`src/rtl/spi_slave_regs.sv`:
```
// SPI responder with a byte-wide register file.
// Frames are {rw, addr[6:0], data[7:0]}, MSB first, oversampled on clk.
module spi_slave_regs #(
    parameter int unsigned CPOL    = 0,
    parameter int unsigned CPHA    = 1,
    parameter int unsigned N_REGS  = 16,
    parameter logic [7:0]  RST_VAL = 8'h00
) (
    input  logic                  clk,
    input  logic                  n_rst,
    input  logic                  n_cs,
    input  logic                  sclk,
    input  logic                  mosi,
    output logic                  miso,
    output logic                  wr_stb,
    output logic [6:0]            wr_addr,
    output logic [7:0]            wr_data,
    output logic [8*N_REGS-1:0]   regs_flat,
    output logic                  frame_err,
    output logic                  busy
);

    typedef enum logic [1:0] {
        IDLE,
        CMD,
        DATA,
        DONE
    } state_e;

    localparam logic SCK_IDLE = CPOL[0];

    state_e      state_q;
    logic [2:0]  cs_q;
    logic [2:0]  sck_q;
    logic [1:0]  mosi_q;
    logic [3:0]  cnt_q;
    logic [7:0]  sr_q;
    logic [7:0]  out_sr_q;
    logic [6:0]  addr_q;
    logic        rw_q;
    logic [7:0]  regs_q [N_REGS];
    logic        miso_q;
    logic        wr_stb_q;
    logic        frame_err_q;
    logic        busy_q;
    logic [6:0]  wr_addr_q;
    logic [7:0]  wr_data_q;

    logic        cs_rise;
    logic        cs_fall;
    logic        sck_rise;
    logic        sck_fall;
    logic        smp_edge;
    logic        shf_edge;
    logic [7:0]  byte_d;
    logic [7:0]  rd_data_d;
    logic        addr_ok;

    // n_cs syncs reset low so a chip select held low across reset is not a new frame
    always_ff @(posedge clk or negedge n_rst) begin
        if (!n_rst) begin
            cs_q   <= '0;
            sck_q  <= {3{SCK_IDLE}};
            mosi_q <= '0;
        end else begin
            cs_q   <= {cs_q[1:0], n_cs};
            sck_q  <= {sck_q[1:0], sclk};
            mosi_q <= {mosi_q[0], mosi};
        end
    end

    always_comb begin
        cs_rise  = cs_q[1] & ~cs_q[2];
        cs_fall  = ~cs_q[1] & cs_q[2];
        sck_rise = sck_q[1] & ~sck_q[2];
        sck_fall = ~sck_q[1] & sck_q[2];
        smp_edge = (CPOL == CPHA) ? sck_rise : sck_fall;
        shf_edge = (CPOL == CPHA) ? sck_fall : sck_rise;
        byte_d   = {sr_q[6:0], mosi_q[1]};
        addr_ok  = {25'd0, addr_q} < N_REGS;
        rd_data_d = 8'h00;
        for (int i = 0; i < N_REGS; i++) begin
            if (byte_d[6:0] == 7'(i)) begin
                rd_data_d = regs_q[i];
            end
        end
    end

    always_ff @(posedge clk or negedge n_rst) begin
        if (!n_rst) begin
            state_q     <= IDLE;
            cnt_q       <= '0;
            sr_q        <= '0;
            out_sr_q    <= '0;
            addr_q      <= '0;
            rw_q        <= 1'b0;
            miso_q      <= 1'b0;
            wr_stb_q    <= 1'b0;
            frame_err_q <= 1'b0;
            busy_q      <= 1'b0;
            wr_addr_q   <= '0;
            wr_data_q   <= '0;
            for (int i = 0; i < N_REGS; i++) begin
                regs_q[i] <= RST_VAL;
            end
        end else begin
            wr_stb_q    <= 1'b0;
            frame_err_q <= 1'b0;
            if (smp_edge) begin
                sr_q <= byte_d;
            end
            unique case (state_q)
                IDLE: begin
                    miso_q <= 1'b0;
                    if (cs_fall) begin
                        cnt_q   <= '0;
                        state_q <= CMD;
                        busy_q  <= 1'b1;
                    end
                end
                CMD: begin
                    miso_q <= 1'b0;
                    if (cs_rise) begin
                        frame_err_q <= 1'b1;
                        state_q     <= IDLE;
                        busy_q      <= 1'b0;
                    end else if (smp_edge) begin
                        cnt_q <= cnt_q + 4'd1;
                        if (cnt_q == 4'd7) begin
                            rw_q     <= byte_d[7];
                            addr_q   <= byte_d[6:0];
                            out_sr_q <= rd_data_d;
                            state_q  <= DATA;
                        end
                    end
                end
                DATA: begin
                    // abort has priority over a coincident 16th sample
                    if (cs_rise) begin
                        frame_err_q <= 1'b1;
                        miso_q      <= 1'b0;
                        state_q     <= IDLE;
                        busy_q      <= 1'b0;
                    end else if (shf_edge) begin
                        miso_q   <= out_sr_q[7];
                        out_sr_q <= {out_sr_q[6:0], 1'b0};
                    end else if (smp_edge) begin
                        cnt_q <= cnt_q + 4'd1;
                        if (cnt_q == 4'd15) begin
                            state_q <= DONE;
                            if (!rw_q && addr_ok) begin
                                wr_stb_q  <= 1'b1;
                                wr_addr_q <= addr_q;
                                wr_data_q <= byte_d;
                                for (int i = 0; i < N_REGS; i++) begin
                                    if (addr_q == 7'(i)) begin
                                        regs_q[i] <= byte_d;
                                    end
                                end
                            end
                        end
                    end
                end
                DONE: begin
                    if (cs_rise) begin
                        miso_q  <= 1'b0;
                        state_q <= IDLE;
                        busy_q  <= 1'b0;
                    end
                end
            endcase
        end
    end

    for (genvar i = 0; i < N_REGS; i++) begin : g_flat
        assign regs_flat[8*i +: 8] = regs_q[i];
    end

    assign miso      = miso_q;
    assign wr_stb    = wr_stb_q;
    assign wr_addr   = wr_addr_q;
    assign wr_data   = wr_data_q;
    assign frame_err = frame_err_q;
    assign busy      = busy_q;

endmodule
```
`config.mk`:
```
export PLATFORM = sky130hd
export DESIGN_NAME = spi_slave_regs
export DESIGN_NICKNAME = d
export VERILOG_FILES = /design/src/rtl/spi_slave_regs.sv
export SDC_FILE = /design/constraint.sdc
export NUM_CORES = 1
export LEC_CHECK = 0
export BUFFER_PORTS_ARGS = -buffer_cell sky130_fd_sc_hd__buf_2
export CORE_UTILIZATION = 40
export DETAILED_ROUTE_END_ITERATION = 8
export GPL_ROUTABILITY_DRIVEN = 0
export GPL_TIMING_DRIVEN = 1
export SLEW_MARGIN = 10
export SYNTH_ARGS = -nofsm -noshare
export SYNTH_HDL_FRONTEND = slang
export SYNTH_SLANG_ARGS = --single-unit
```
`constraint.sdc`:
```
create_clock -name clk -period 2.7 [get_ports clk]
set_clock_uncertainty 0.05 [all_clocks]
set_input_delay 0.27 -clock clk [delete_from_list [all_inputs] [get_ports clk]]
set_output_delay 0.27 -clock clk [all_outputs]
set_load 0.01 [all_outputs]
```
## Word level (Yosys, flattened, before mapping)

Index checks and enable logic that the tools add are counted.

| word-level totals | value |
|---|---|
| flip-flop bits (word level) | 184 |
| ROM bits | 0 |
| bits in writable memories | 0 |
| output and inout port bits | 147 |
| bits in latches | 0 |
| memories | 0 |
| bits of input ports | 5 |

| cells by class | value |
|---|---|
| eq/ne operators | 50 |
| shift-type cells | 0 |
| reductions and logical operators | 33 |
| divide/modulo/power cells | 0 |
| multiply operators | 0 |
| magnitude comparators | 1 |
| bitwise operators | 10 |
| muxes and demuxes | 52 |
| add/sub/neg operators | 1 |

Operator list:

| cell | count |
|---|---|
| 8-bit two-way mux | 21 |
| 7-bit AND reduction | 17 |
| 7-bit by 4-bit equality test with 1-bit output (second input constant) | 16 |
| 7-bit by 3-bit equality test with 1-bit output (second input constant) | 8 |
| 7-bit by 2-bit equality test with 1-bit output (second input constant) | 4 |
| 4-bit two-way mux | 5 |
| 2-bit two-way mux | 9 |
| 3-bit != test (second input constant) | 6 |
| 2-bit != test (second input constant) | 8 |
| 8-bit one-hot mux with 2 select lines | 1 |
| 7-bit by 1-bit equality test with 1-bit output (second input constant) | 2 |
| 7-bit zero test | 2 |
| 1-bit two-way mux | 12 |
| 4-bit one-hot mux with 3 select lines | 1 |
| 6-bit AND reduction | 2 |
| 2-bit one-hot mux with 4 select lines | 1 |
| 7-bit by 5-bit < comparator with 1-bit output (second input constant) | 1 |
| 1-bit NOT | 6 |
| 5-bit AND reduction | 1 |
| 4-bit by 1-bit adder with 4-bit output (second input constant) | 1 |
| 1-bit AND | 4 |
| 2-bit equality test (second input constant) | 2 |
| 4-bit by 3-bit equality test with 1-bit output (second input constant) | 1 |
| 4-bit equality test (second input constant) | 1 |
| 13 further kinds | 15 |

## Depth between registers and ports, before layout

| logic depth | value |
|---|---|
| depth after elaboration | 21 |
| gate-level depth with buffers | 9 |
| mapped depth without buffers | 7 |

## Least setup slack after synthesis

No wires, ideal clock.

| path | value |
|---|---|
| path kind | register -> register |
| start point | register addr_q[6] |
| end point | register regs_q (netlist bit regs_flat[0]) |
| slack | 0.032 ns |
| setup time | 0.125 ns |
| stages on the path, launching flop included | 7 |
| clock period less this slack | 2.668 ns |
| buffers on the path | 2 |
| required time | 2.525 ns |
| data arrival time | 2.493 ns |
| path through | dfrtp_1 -> or4_1 -> or4_1 -> buf_6 -> buf_6 -> nor4b_4 -> mux2_2 |

| between the ends | value |
|---|---|
| word-level cells in the longest chain between the ends | 3 |

Ends and longest elaborated chain:

| element | RTL line | RTL |
|---|---|---|
| start, declared | 39 | `logic [6:0] addr_q;` |
| start signal, assigned | 131 | `addr_q <= byte_d[6:0];` |
| 7-bit by 5-bit < comparator with 1-bit output | 80 | `addr_ok = {25'd0, addr_q} < N_REGS;` |
| 1-bit logical AND | 151 | `if (!rw_q && addr_ok) begin` |
| 7-bit AND reduction (no source line) (*) | -- |  |
| end signal, assigned by index | 157 | `regs_q[i] <= byte_d;` |
| end, declared | 41 | `logic [7:0] regs_q [N_REGS];` |

Mark *: on every way between the ends. The rest lies on a longest branch, timed or not.
A chain may end at the register's enable or synchronous reset.

## Final worst setup path

| path | value |
|---|---|
| start point | register addr_q[6] |
| end point | register regs_q (netlist bit regs_flat[59]) |

Same word-level chain as after synthesis.

==> reports/metrics.yaml <==
logic_synthesis:
  async_flop_share: 1.000
  syn_inst: 720
  ys_seq_area_frac: 0.5176
  synth.distinct_cells: 63
  netlist_area_sq_mm: 0.008896
  synth-edff-count: 0
  synth.avg_cell_area_sq_um: 12.36
  syn_nets: 732
  synth-main-ff-cell: "dfrtp_1"
  yosysWarningCount: 0
  synth_seq_cells: 184
routing:
  met2RoutedLength_mm: 12.80
  routed_wirelength_mm: 27.16
  top_layer_used: "met4"
  post-route-drc-count: 0
  post_drt_wl_per_cell_um: 22.32
  ant_nets: 0
  wl_met1_mm: 12.56
  drtPass1Iterations: 5
  drt_iter0_markers: 429
  routed_via_density: 5.613
  met3WireLength_mm: 1.298
  num_vias: 6831
global_route:
  antenna_found_initial: 0
  grt_overflow: 0
  grt.total_usage: 0.2501
  grt_pass1_vias: 6847
  grt_pass1_wl_mm: 41.57
  grt_max_degree: 76
place:
  dp.cells: 1179
  post-place-ws_ns: -0.1384
  io_buffer_count: 151
  hpwlAfterDp_mm: 19.22
layout:
  final_cell_mix: "182 x dfrtp_1, 150 x buf_2, 139 x mux2_2"
  drive_above_1_share: 0.4664
  n_fill_cell: 1996
  stdcell_count: 1217
  diodes: 0
  area_growth_pct: 26.68
  finalNetCount: 937
  multi_input_area_sq_mm: 0.004059
  final_common_cell: "dfrtp_1"
  ff_latch_area_sq_mm: 0.004607
clocking:
  cts_buffers: 17
  clk_path_buf_depth: 2
  cts_sinks: 184
  cts_max_level: 4
  clockRootBuffer: "clkbuf_16"
  worst_skew_pair.late_latency_ns: 0.45
  clk_pin_slew_ns: 0.07
  tritoncts: "yes"
critical_path:
  worstRegToRegCells: 6
  required_ns: 2.98
  criticalPathCategory: "reg2reg"
  cp_max_fo: 7
  endpoint_kind: "flip-flop"
  cp-start-kind: "flip-flop"
  arrival_ns: 2.96
die:
  die-area_sq_mm: 0.02284
  die_w_um: 151.1
  core_sq_mm: 0.02182
  row_count: 54
  io_pins: 152
  die_h_um: 151.1
  initial_utilization: 0.4076
power_and_ir_drop:
  combPwrFrac: 0.184
  powerDensity_mw_per_mm2: 597.7
  seq_power_share: 0.439
  ir_drop_uv: 354.9
  clockPowerShare: 0.377
  power.switching_mw: 2.110
  p_leak_nw: 5.679
  switching_share: 0.3132
  internal-power_mw: 4.626
timing:
  slew_headroom: 0.5110
  fmax_mhz: 372.7
  setup_slack_ns: 0.01686
  setup_viol: 0
  hold_violations: 0
  timing.hold.ws_ns: 0.3044
  rsz0062_at_grt: "yes"
  finalCriticalPeriod_ns: 2.683
  min_period_over_period: 0.9938
  worst_slew_pin_slew_ns: 0.7335
  final-max-slew-violation-count: 0
worst_hold_path:
  hp-class: "reg2reg"
  holdPathStages: 0
run_status:
  status: "finished, final reports clean"
job:
  max_cap_viol_count: 0
==> metal layers <==
layer  track usage  vias to the layer above
met2        0.3908                      216
met3       0.04669                       26
li1              -                     3067
met1        0.3523                     3522
met5             0                        -
met4       0.07500                        0
==> power groups by stage <==
| stage | clock [mW] | combinational [mW] | sequential (mW) |
|---|---|---|---|
| after floorplan | 0 | 0.718 | 2.96 |
| after global placement | 0 | 1.21 | 3.00 |
| after detailed placement | 0 | 1.22 | 3.01 |
| after CTS | 2.59 | 1.23 | 2.95 |
| after global routing | 2.71 | 1.35 | 2.97 |
| final | 2.54 | 1.24 | 2.96 |
==> synthesized netlist by cell type, types with 4 or more instances <==
| cell type | number | area, sq um |
|---|---|---|
| o211ai_1 | 5 | 37.54 |
| nor2b_1 | 12 | 75.07 |
| clkbuf_1 | 42 | 157.7 |
| nand2_1 | 53 | 198.9 |
| a22o_1 | 4 | 35.03 |
| mux2_2 | 143 | 1610 |
| mux4_2 | 7 | 157.7 |
| dfrtp_1 | 184 | 4604 |
| a211oi_1 | 5 | 37.54 |
| nand3_1 | 10 | 50.05 |
| a211o_1 | 6 | 52.55 |
| inv_1 | 10 | 37.54 |
| a21oi_1 | 17 | 85.08 |
| nor4_4 | 5 | 106.4 |
| nor3_1 | 11 | 55.05 |
| mux2_1 | 4 | 45.04 |
| nor3b_1 | 6 | 45.04 |
| ha_1 | 7 | 87.58 |
| buf_1 | 4 | 15.01 |
| o21ai_0 | 36 | 180.2 |
| and2_1 | 4 | 25.02 |
| mux2i_1 | 15 | 150.1 |
| nor4b_4 | 7 | 166.4 |
| nand2b_1 | 16 | 100.1 |
| nor2_1 | 22 | 82.58 |
| o31ai_1 | 7 | 52.55 |
| nand3b_1 | 5 | 37.54 |
| a32o_1 | 4 | 40.04 |
| a221oi_1 | 9 | 78.83 |
==> repair_timing <==
action	4_1_cts	5_1_grt
resized for setup	2	6
hold buffers	4	0
setup buffers	0	2
endpoints found under the setup margin	124	50
pin swaps	0	3
cloned	0	1
endpoints found under the hold margin	73	0
==> worst paths after layout <==
path,start,to,slack (ns)
worst max register to register,addr_q[6],regs_flat[59],0.02
min in group asynchronous,n_rst,wr_stb,0.35
max in group asynchronous,n_rst,out_sr_q[7],1.37
worst max-delay path,addr_q[6],regs_flat[59],0.02
worst min-delay path,cs_q[0],cs_q[1],0.30
worst min register to register,cs_q[0],cs_q[1],0.30
==> critical path, stage by stage (launching register included) <==
cell	delay, ns
dfrtp_1	0.38
or4_4	0.52
or4_4	0.56
buf_12	0.18
nor4b_4	0.33
buf_4	0.20
mux2_2	0.34
==> flip-flops by register name (all words and copies together) (netlist names) <==
signal	flops
frame_err	1
regs_flat	128
addr_q	7
wr_data	8
busy	1
mosi_q	2
rw_q	1
wr_stb	1
sr_q	7
sck_q	3
state_q	2
miso	1
cnt_q	4
wr_addr	7
cs_q	3
out_sr_q	8
==> final cells by class <==
class,count,share of cell area
Timing Repair Buffer,237,0.1438
Clock inverter,14,0.01443
Tap cell,280,0.03109
Sequential cell,184,0.4088
Clock buffer,17,0.03775
Multi-Input combinational cell,473,0.3602
Inverter,12,0.003997
==> metrics by stage <==
stage | setup TNS [ns] | utilization | cell area [sq um] | power [mW]
2_1_floorplan | 0 | - | 8896 | 3.679
3_3_place_gp | -5.534 | 0.4845 | 10570 | 4.211
3_5_place_dp | -8.901 | 0.4845 | 10570 | 4.225
4_1_cts | 0 | 0.5135 | 11210 | 6.776
5_1_grt | -0.08473 | 0.5164 | 11270 | 7.027
6_report | 0 | 0.5164 | 11270 | 6.736
==> kinds of logic after synthesis <==
kind of cell / Yosys count / share of synthesized area
flops: 184 / 0.5176
simple gates: 175 / 0.1284
mux: 169 / 0.2207
compound gates: 122 / 0.09480
buf+inv: 63 / 0.02869
fa+ha+maj: 7 / 0.009845
Power figures use the tool's default switching activity.
